[src/rtl/arm_pkg.sv]
// Shared definitions for the ARM datapath: memory-controller state encoding and data memory base.
package arm_pkg;

  localparam logic [1:0] S_IDLE = 2'd0;
  localparam logic [1:0] S_LOW  = 2'd1;
  localparam logic [1:0] S_HIGH = 2'd2;
  localparam logic [1:0] S_DONE = 2'd3;

  localparam int DATA_BASE_ADDR = 1024;

  typedef enum logic [1:0] {
    ST_IDLE = S_IDLE,
    ST_LOW  = S_LOW,
    ST_HIGH = S_HIGH,
    ST_DONE = S_DONE
  } mem_state_t;

endpackage

[src/rtl/sram_mem_controller.sv]
// MEM-stage controller that splits each 32-bit load/store into two 16-bit asynchronous SRAM phases
// and holds the pipeline (ready=0) until the word transfer finishes.
import arm_pkg::*;

module sram_mem_controller #(
  parameter int BASE_ADDR    = DATA_BASE_ADDR,
  parameter int PHASE_CYCLES = 2,
  parameter int SRAM_AW      = 18
) (
  input  logic               clk,
  input  logic               rst,
  input  logic               rd_en,
  input  logic               wr_en,
  input  logic [31:0]        address,
  input  logic [31:0]        write_data,
  output logic [31:0]        read_data,
  output logic               ready,
  output logic [SRAM_AW-1:0] sram_addr,
  output logic [15:0]        sram_dq_o,
  output logic               sram_dq_oe,
  input  logic [15:0]        sram_dq_i,
  output logic               sram_we_n,
  output logic               sram_oe_n
);

  localparam int CW = $clog2(PHASE_CYCLES);
  localparam logic [CW-1:0] LAST = CW'(PHASE_CYCLES - 1);

  mem_state_t           state;
  logic [CW-1:0]        cnt;
  logic                 is_wr;
  logic [SRAM_AW-2:0]   word;
  logic [15:0]          wdata_hi;

  // Byte address to SRAM word index; out-of-range addresses simply wrap.
  function automatic logic [SRAM_AW-2:0] word_of(input logic [31:0] a);
    return (SRAM_AW-1)'((a - 32'(BASE_ADDR)) >> 2);
  endfunction

  assign ready = (state == ST_DONE) | ((state == ST_IDLE) & ~rd_en & ~wr_en);

  // Pin registers are loaded with the values for the state being entered, so every
  // SRAM pin is a flop and never sees the pipeline inputs combinationally.
  always_ff @(posedge clk) begin
    if (rst) begin
      state      <= ST_IDLE;
      cnt        <= '0;
      is_wr      <= 1'b0;
      word       <= '0;
      wdata_hi   <= '0;
      read_data  <= '0;
      sram_addr  <= '0;
      sram_dq_o  <= '0;
      sram_dq_oe <= 1'b0;
      sram_we_n  <= 1'b1;
      sram_oe_n  <= 1'b1;
    end else begin
      case (state)
        ST_IDLE: begin
          if (rd_en | wr_en) begin
            state      <= ST_LOW;
            cnt        <= '0;
            is_wr      <= wr_en;
            word       <= word_of(address);
            wdata_hi   <= write_data[31:16];
            sram_addr  <= {word_of(address), 1'b0};
            sram_dq_o  <= write_data[15:0];
            sram_dq_oe <= wr_en;
            sram_oe_n  <= wr_en;
            sram_we_n  <= 1'b1;
          end
        end
        ST_LOW: begin
          if (cnt == LAST) begin
            state     <= ST_HIGH;
            cnt       <= '0;
            sram_addr <= {word, 1'b1};
            sram_dq_o <= wdata_hi;
            sram_we_n <= 1'b1;
            if (!is_wr) read_data[15:0] <= sram_dq_i;
          end else begin
            cnt       <= cnt + CW'(1);
            sram_we_n <= ~is_wr;
          end
        end
        ST_HIGH: begin
          if (cnt == LAST) begin
            state      <= ST_DONE;
            cnt        <= '0;
            sram_we_n  <= 1'b1;
            sram_oe_n  <= 1'b1;
            sram_dq_oe <= 1'b0;
            if (!is_wr) read_data[31:16] <= sram_dq_i;
          end else begin
            cnt       <= cnt + CW'(1);
            sram_we_n <= ~is_wr;
          end
        end
        ST_DONE: state <= ST_IDLE;
        default: state <= ST_IDLE;
      endcase
    end
  end

endmodule

[config.mk]
export PLATFORM = sky130hd
export DESIGN_NAME = sram_mem_controller
export DESIGN_NICKNAME = d
export VERILOG_FILES = /design/src/rtl/arm_pkg.sv /design/src/rtl/sram_mem_controller.sv
export SDC_FILE = /design/constraint.sdc
export NUM_CORES = 1
export LEC_CHECK = 0
export CAP_MARGIN = 20
export CORE_MARGIN = 1.5
export CORE_UTILIZATION = 62
export DETAILED_ROUTE_END_ITERATION = 16
export DONT_BUFFER_PORTS = 1
export PLACE_DENSITY = 0.78
export SYNTH_ARGS = -nofsm -noshare
export SYNTH_HDL_FRONTEND = slang
export SYNTH_SLANG_ARGS = --single-unit
[constraint.sdc]
create_clock -name clk -period 2.32 [get_ports clk]
set_input_delay 0.58 -clock clk [delete_from_list [all_inputs] [get_ports clk]]
set_output_delay 0.58 -clock clk [all_outputs]
set_load 0.02 [all_outputs]
# --- Word-level counts from Yosys, hierarchy flattened ---
# Cells that the tools add are included.
totals:
  register_bits: 106
  out_inout_bits: 70
op_classes:
  n_addsub: 2
  n_eq_ne: 6
  mux: 21
  n_bitwise: 7
  reduce_logical: 12
ops:
  columns: ["cell", "count"]
  rows:
  - ["18-bit 2-to-1 mux", 2]
  - ["18-bit case mux with 2 select lines", 1]
  - ["16-bit 2-to-1 mux", 2]
  - ["16-bit case mux with 2 select lines", 1]
  - ["19-bit by 11-bit subtractor with 19-bit output, second input constant", 1]
  - ["3-bit AND reduction", 5]
  - ["1-bit case mux with 2 select lines", 4]
  - ["2-bit case mux with 4 select lines", 1]
  - ["1-bit 2-to-1 mux", 7]
  - ["2-bit 2-to-1 mux", 3]
  - ["2-bit nonzero test", 3]
  - ["2-bit == test, second input constant", 2]
  - ["2-bit != test, second input constant", 2]
  - ["2-bit AND reduction", 2]
  - ["1-bit inverter", 3]
  - ["1-bit bitwise AND", 2]
  - ["2-bit by 1-bit == test with 1-bit output, second input constant", 1]
  - ["2-bit zero test", 1]
  - ["2-bit by 1-bit != test with 1-bit output, second input constant", 1]
  - ["1-bit OR", 2]
  - ["2-bit OR reduction", 1]
  - ["1-bit adder, second input constant", 1]

# --- Depth between registers and ports, before layout ---
# Gate-level depths: netlist of the first run.
depth:
  depth_word: 4
  mapped_depth: 8
  depth_no_buf: 6

# --- Worst setup path after synthesis of the first run ---
# No wires, ideal clock.
synth_path:
  path_kind: "input -> output"
  from: "input wr_en"
  to: "output ready"
  arrival_time_ns: 1.410
  t_required_ns: 1.740
  path_slack_ns: 0.330
  path_stages: 3
  path_buffers: 1
  cell_sequence: "buf_6 -> or3b_2 -> nand2b_1"
synth_between:
  elab_chain_len: 3
synth_rtl:
  columns: ["element", "line_no", "source"]
  rows:
  - ["start: declaration", "sram_mem_controller.sv:13", "input logic wr_en,"]
  - ["1-bit inverter", "sram_mem_controller.sv:40", "assign ready = (state == ST_DONE) | ((state == ST_IDLE) & ~rd_en & ~wr_en);"]
  - ["1-bit bitwise AND", "sram_mem_controller.sv:40", null]
  - ["1-bit OR", "sram_mem_controller.sv:40", null]
  - ["end: declaration", "sram_mem_controller.sv:17", "output logic ready,"]
# Every way passes these cells.

# --- Worst setup path in the final report of the first run ---
layout_path:
  from: "register state[0]"
  to: "output ready"
layout_between:
  elab_chain_len: 4
layout_rtl:
  columns: ["element", "line_no", "source"]
  rows:
  - ["start: declaration", "sram_mem_controller.sv:29", "mem_state_t state;"]
  - ["start signal: assignment", "sram_mem_controller.sv:46", "state <= ST_IDLE;"]
  - ["start signal: assignment", "sram_mem_controller.sv:61", "state <= ST_LOW;"]
  - ["start signal: assignment", "sram_mem_controller.sv:75", "state <= ST_HIGH;"]
  - ["2-bit zero test", "sram_mem_controller.sv:40", null]
  - ["1-bit bitwise AND (2 in series)", "sram_mem_controller.sv:40", null]
  - ["1-bit OR *", "sram_mem_controller.sv:40", null]
# Mark *: on every way between the ends. The rest lies on a longest branch, timed or not.

==> results of run 1 <==
## path summary, 6_finish.rpt
kind / startpoint / end / slack, ns / cells past startpoint
max: state[0] / ready / 0.18 / 4
min: rst / sram_addr[9] / 0.28 / 1
max reg2reg: state[0] / sram_addr[16] / 0.34 / 7
min reg2reg: wdata_hi[7] / wdata_hi[7] / 0.45 / 2
## cells in the mapped netlist, types with 6 or more instances
library cell,number
buf_2,7
ha_1,6
nor2_1,41
clkbuf_1,20
nor3_1,9
dfxtp_1,106
a21oi_1,64
mux2i_1,27
a211oi_1,32
nand2_1,128
## layout make-up
| class | instances | area, µm² | share of cell area (%) |
|---|---|---|---|
| Clock inverter | 6 | 75.1 | 1.65 |
| Timing Repair Buffer | 6 | 77.6 | 1.71 |
| Clock buffer | 10 | 128 | 2.81 |
| Sequential cell | 106 | 2120 | 46.7 |
| Inverter | 5 | 18.8 | 0.413 |
| Tap cell | 80 | 100 | 2.20 |
| Multi-Input combinational cell | 358 | 2020 | 44.5 |
## state kept, by name, summed over array words and instances, names as in the netlist
| register | flops |
|---|---|
| state | 2 |
| sram_addr | 18 |
| sram_dq_oe | 1 |
| sram_oe_n | 1 |
| word | 17 |
| sram_we_n | 1 |
| cnt | 1 |
| is_wr | 1 |
| read_data | 32 |
| sram_dq_o | 16 |
| wdata_hi | 16 |
## per-layer routing
layer	part of all wire [%]	GRT usage (%)	wire [µm]	up-vias
met5	0	0	0	-
met1	40	27.9	3710	1558
met3	9.5	7.81	873	15
li1	-	-	-	1673
met4	1.5	9.24	140	0
met2	49	43.1	4490	127
## cells in the final DEF, fill, tap and decap left out, types with 2 or more instances in the layout
cell | netlist | routed
nand2_1 | 128 | 128
dfxtp_1 | 106 | 106
a21oi_1 | 64 | 64
nor2_1 | 41 | 41
a211oi_1 | 32 | 32
mux2i_1 | 27 | 27
nor3_1 | 9 | 9
clkbuf_8 | 0 | 9
inv_1 | 5 | 5
xnor2_1 | 5 | 5
o21ai_0 | 5 | 5
nand3b_1 | 5 | 5
ha_1 | 6 | 5
nand2b_1 | 5 | 4
buf_4 | 2 | 4
nand4b_1 | 3 | 3
o41ai_1 | 3 | 3
and2_1 | 2 | 2
o21ai_2 | 2 | 2
o21a_1 | 2 | 2
a211o_1 | 2 | 2
clkinv_4 | 0 | 2
## stage by stage
step	std cells	util (%)	hold WS [ns]	total power [mW]	setup slack, ns
2_1_floorplan	505	-	0.436	4.70	0.330
3_3_place_gp	554	63.7	0.435	5.01	0.414
3_5_place_dp	555	64.1	0.441	5.17	0.379
4_1_cts	571	67.2	0.265	6.31	0.0397
5_1_grt	571	67.3	0.261	6.70	0.0955
6_report	571	67.3	0.281	6.26	0.181
## where the power goes
part           internal, mW  switching, mW  total, mW
clock network         0.515          0.634       1.15
registers              2.30          0.685       2.98
logic                 0.858           1.27       2.13
## timing repair
item	CTS	global route
setup endpoints to repair	1	1
setup buffers	0	0
hold buffers	0	0
cloned	0	0
resized for setup	1	1
## kinds of logic (layout without fill, tap and decap cells)
group                    count (synthesis)  after routing  synth area share (%)
AO/OA/AOI/OAI                          116            116                  16.5
XOR/XNOR                                 5              5                  1.01
adder cells (fa/ha/maj)                  6              6                  1.73
buffers and inverters                   41             27                  4.51
flip-flops                             106            106                  49.0
multiplexers                            27             27                  6.24
AND/OR/NAND/NOR                        204            204                  21.0
==> out/metrics.yaml, run 1 <==
setup_path:
  cp_num_buf_inv: 1
  worstSetupPathType: "reg -> out"
  slowest_stage: "or3b_4"
  start_kind: "flip-flop"
  crit_path_max_incr_delay_ns: 0.43
  cp_top_family: "simple AND/OR/NAND/NOR gates"
  crit_chain: "inv_1 > ha_1 > or3b_4 > nand2b_4"
  cp_data_arrival_time_ns: 1.56
  crit_path_end_kind: "primary output"
  critPathMaxFanout: 5
  required_ns: 1.74
grt:
  grt_max_degree: 112
  grt_pass1_vias: 3282
  globalRouteTotalUtil_pct: 24.6
  antenna_found_initial: 0
  grt_pass1_wl_mm: 14.7
  grt-ovfl-total: 0
detailed_routing:
  vias_per_cell: 5.91
  drt_wl_total_mm: 9.22
  drtIter0Drc: 137
  firstDrtPassIters: 4
  drcViolationCount: 0
  routedWlPerCell_um: 16.1
  antenna_left: 0
  vias: 3373
final_layout:
  diodes: 0
  fill_cells: 558
  final_layout_size_suffix_gt1_share_pct: 6.72
  area_delta_synth_final_pct: 5.00
  final_cell_area_um2: 4540
  final_nets: 576
min_path:
  hold_path_class: "in -> reg"
synthesis:
  synth_edf_count: 0
  synth_async_sr_flop_share_pct: 0
  avgSynthCellArea_um2: 8.57
  netlist_area_um2: 4330
  synth_fp_nets: 595
  synth_flop_cell: "dfxtp_1"
  synth_top_area_share_pct: 49.0
  yosys_warnings: 0
  synth_top_area_cell: "dfxtp_1"
  ys_seq_elements: 106
  yosysUniqueCellTypes: 42
  yosysSeqAreaShare_pct: 49.0
  synth.area.top_cells: "dfxtp_1 49%, nand2_1 11%, a21oi_1 7.4%"
  netlist_instances: 505
sta:
  clock.fmax_mhz: 467
  clock_skew_ns: 0.0105
  setup_viol: 0
  tightestPinTransition_ns: 0.609
  relSlewSlack_pct: 59.4
  setup_tns_ns: 0
  rsz0062_at_grt: "false"
  hold_viol_final: 0
  layout_min_cycle_time_ns: 2.14
  finalMaxSlewViolations: 0
  post-route-period-util_pct: 92.2
place:
  post_dp_cell_area_um2: 4330
  hpwlAfterDp_mm: 6.29
  port_buffers: 0
  gp_congestion: 0.761
floorplan:
  die-height_um: 86.6
  die-area_um2: 7490
  die-width_um: 86.6
  coreArea_um2: 6760
  rows: 30
  io_pins: 154
  start_util_pct: 64.1
clock_network:
  cts_inserted_buffers: 9
  clk_latency_ns: 0.36
  cts.clk_slew.worst_paths_ns: 0.10
  clk_path_buf_depth: 2
  root_buffer: "clkbuf_8"
  ctsHtreeMaxLevel: 3
  cts.sink_count: 106
  cts_tree: "built"
job:
  maxCapViolations: 0
pwr:
  vdd_drop_max_mv: 0.764
  p_leak_nw: 1.61
  power_density_nw_per_um2: 1380
outcome:
  status: "complete, no violations"
Power figures use the tool's default switching activity.
==> inputs of run 2 (changes only) <==
==> constraint.sdc (replaced) <==
create_clock -name clk -period 2.32 [get_ports clk]
set_input_delay 0.348 -clock clk [delete_from_list [all_inputs] [get_ports clk]]
set_output_delay 0.348 -clock clk [all_outputs]
set_load 0.02 [all_outputs]
==> run 2 against run 1 <==
  * Sequential share of layout area increased by 0.22 points
  * Flip-flop and latch count is the same
  * Non-clock buffer count did not move
  * Setup slack lost 0.079 ns
  * Cell area decreased by 0.47%
  * Critical path depth unchanged
  * Utilization decreased by 0.31 points
  * Clock power hardly changed
  * Global-route usage is 1.2 points lower
  * Routed wire length is 3.5% lower
==> out/metrics.yaml, run 2 (synthesized netlist as in run 1, its figures left out) <==
final_layout:
  largest-register: "read_data"
  diodes: 0  # unchanged
  final_cell_area_um2: 4520  # -0.47%
  final_layout_size_suffix_gt1_share_pct: 6.72  # unchanged
  seq_area_um2: 2120  # unchanged
  reg_top3: "read_data x32, sram_addr x18, word x17"
  final_cell_mix: "128 x nand2_1, 106 x dfxtp_1, 64 x a21oi_1, 41 x nor2_1, 32 x a211oi_1"
  fill_cells: 596  # +6.8%
  multi_input_area_um2: 2020  # -0.37%
  layout_commonest_cell: "nand2_1"
  fin_cells: 571  # unchanged
  final_nets: 576  # unchanged
  area_delta_synth_final_pct: 4.51
  largest_reg_flops: 32  # unchanged
pwr:
  seqPwrFrac_pct: 47.8  # +0.2 points
  vdd_drop_max_mv: 0.684  # -11%
  power.internal_mw: 3.66  # -0.42%
  pwr-share-clk_pct: 18.4  # about the same
  p_leak_nw: 1.60  # -0.73%
  p_comb_share_pct: 33.9  # about the same
  power_density_nw_per_um2: 1380  # about the same
  switching_share_pct: 41.3  # -0.060 points
  p_switching_mw: 2.58  # -0.66%
sta:
  layout_min_cycle_time_ns: 2.22  # +0.0790 ns
  rsz0062_at_grt: "false"
  clock_skew_ns: 0.0157  # +0.00528 ns
  hold_viol_final: 0  # unchanged
  clock.fmax_mhz: 451  # -3.6%
  post-route-period-util_pct: 95.6  # +3.4 points
  setup_viol: 0  # unchanged
  relSlewSlack_pct: 60.1  # +0.73 points
  tightestPinTransition_ns: 0.598  # -0.0110 ns
  finalMaxSlewViolations: 0  # unchanged
  setup_tns_ns: 0  # unchanged
place:
  post_dp_cell_area_um2: 4320  # -0.29%
  port_buffers: 0  # unchanged
  dp_cells: 555  # unchanged
  gp_congestion: 0.749  # -1.6%
  hpwlAfterDp_mm: 6.19  # -1.6%
outcome:
  status: "complete, no violations"
setup_path:
  r2r-end: "read_data[3]"
  cp_data_arrival_time_ns: 1.87  # +0.31 ns
  r2r-start: "state[1]"
  cp_top_family: "simple AND/OR/NAND/NOR gates"
  worstSetupPathType: "reg -> out"
  cp_num_buf_inv: 1  # unchanged
  crit_path_end_kind: "primary output"
  rrSetupSlack_ns: 0.42  # +0.08 ns
  critPathMaxFanout: 9  # +4
  start_kind: "flip-flop"
  required_ns: 1.97  # +0.23 ns
  crit_path_max_incr_delay_ns: 0.52  # +0.09 ns
  r2r_cells: 6  # -1
  slowest_stage: "or3b_2"
  crit_chain: "inv_1 > ha_2 > or3b_2 > nand2b_1"
clock_network:
  cts_inserted_buffers: 9  # unchanged
  clk_latency_ns: 0.36  # about the same
  hold_buffers: 0  # unchanged
  cts_setup_buffers: 0  # unchanged
  clk_path_buf_depth: 2  # unchanged
  cts.clk_slew.worst_paths_ns: 0.10  # about the same
  cts.sink_count: 106  # unchanged
  cts_resized: 0  # -1
  ctsHtreeMaxLevel: 3  # unchanged
  cts_tree: "built"
  root_buffer: "clkbuf_8"
grt:
  grt_max_degree: 112  # unchanged
  antenna_found_initial: 0  # unchanged
  grt_pass1_wl_mm: 13.8  # -6.3%
  grt-ovfl-total: 0  # unchanged
  grt_pass1_vias: 3059  # -6.8%
  globalRouteTotalUtil_pct: 23.4  # -1.2 points
floorplan:
  start_util_pct: 64.1  # unchanged
  die-width_um: 86.6  # unchanged
  coreArea_um2: 6760  # unchanged
  io_pins: 154  # unchanged
  die-area_um2: 7490  # unchanged
  die-height_um: 86.6  # unchanged
  rows: 30  # unchanged
detailed_routing:
  antenna_left: 0  # unchanged
  vias: 3282  # -2.7%
  drcViolationCount: 0  # unchanged
  drt_wl_total_mm: 8.89  # -3.5%
  drtIter0Drc: 95  # -31%
  firstDrtPassIters: 4  # unchanged
  vias_per_cell: 5.75  # -2.7%
  routedWlPerCell_um: 15.6  # -3.5%
min_path:
  hold_depth: 1  # unchanged
  hold_end: "sram_addr[10]"
  hold_start: "rst"
  hold_path_class: "in -> reg"
job:
  maxCapViolations: 0  # unchanged
[run 2: changes by cell type in the layout (fill, tap and decap cells not counted), sizes merged]
cell	previous run	this run
clkinv	2	1
clkinvlp	1	2
[run 2: how the worst max path moves through the flow]
stage / startpoint / to / slack, ns / cells past startpoint
2_1_floorplan: state[0] / ready / 0.59 / 5
3_3_place_gp: state[0] / sram_addr[0] / 0.45 / 7
3_5_place_dp: state[0] / sram_dq_o[13] / 0.35 / 7
4_1_cts: state[0] / ready / 0.02 / 4
5_1_grt: state[1] / ready / 0.01 / 4
6_report: state[0] / ready / 0.10 / 4
[run 2: stage by stage]
step | utilization, % | hold WS, ns | worst slack, ns | power, mW
floorplan | - | 0.436 | 0.588 | 4.70
global placement | 63.7 | 0.422 | 0.447 | 5.03
detailed placement | 63.9 | 0.425 | 0.354 | 5.14
CTS | 66.9 | 0.0300 | 0.0168 | 6.27
global route | 66.9 | 0.0250 | 0.0134 | 6.66
finish | 66.9 | 0.0487 | 0.102 | 6.23
[run 2: final cells by class]
cell class	instances	area share, %
clock inverter	6	1.63
multi-input combinational	358	44.6
timing repair buffer	6	1.44
inverter	5	0.415
clock buffer	10	2.82
tap	80	2.21
sequential	106	46.9
[run 2: layer usage]
metal | wire, µm | part of all wire, % | vias to the layer above | track usage [%]
li1 | - | - | 1672 | -
met1 | 3660 | 41 | 1486 | 25.7
met2 | 4200 | 47 | 113 | 40.9
met3 | 896 | 10 | 11 | 9.14
met4 | 131 | 1.5 | 0 | 8.36
met5 | 0 | 0 | - | 0
[run 2: power by group through the flow]
| stage | Clock [mW] | Combinational [mW] | Sequential (mW) |
|---|---|---|---|
| final | 1.14 | 2.11 | 2.98 |
| after global placement | 0 | 2.02 | 3.01 |
| after detailed placement | 0 | 2.11 | 3.02 |
| after global routing | 1.24 | 2.38 | 3.04 |
| after CTS | 1.17 | 2.12 | 2.98 |
| after floorplan | 0 | 1.78 | 2.92 |
[run 2: worst register-to-register path, stage by stage (launching register included)]
cell,delay (ns)
dfxtp_1,0.35
inv_1,0.11
ha_2,0.21
buf_4,0.33
and2_1,0.56
nand2_1,0.13
a21oi_1,0.15
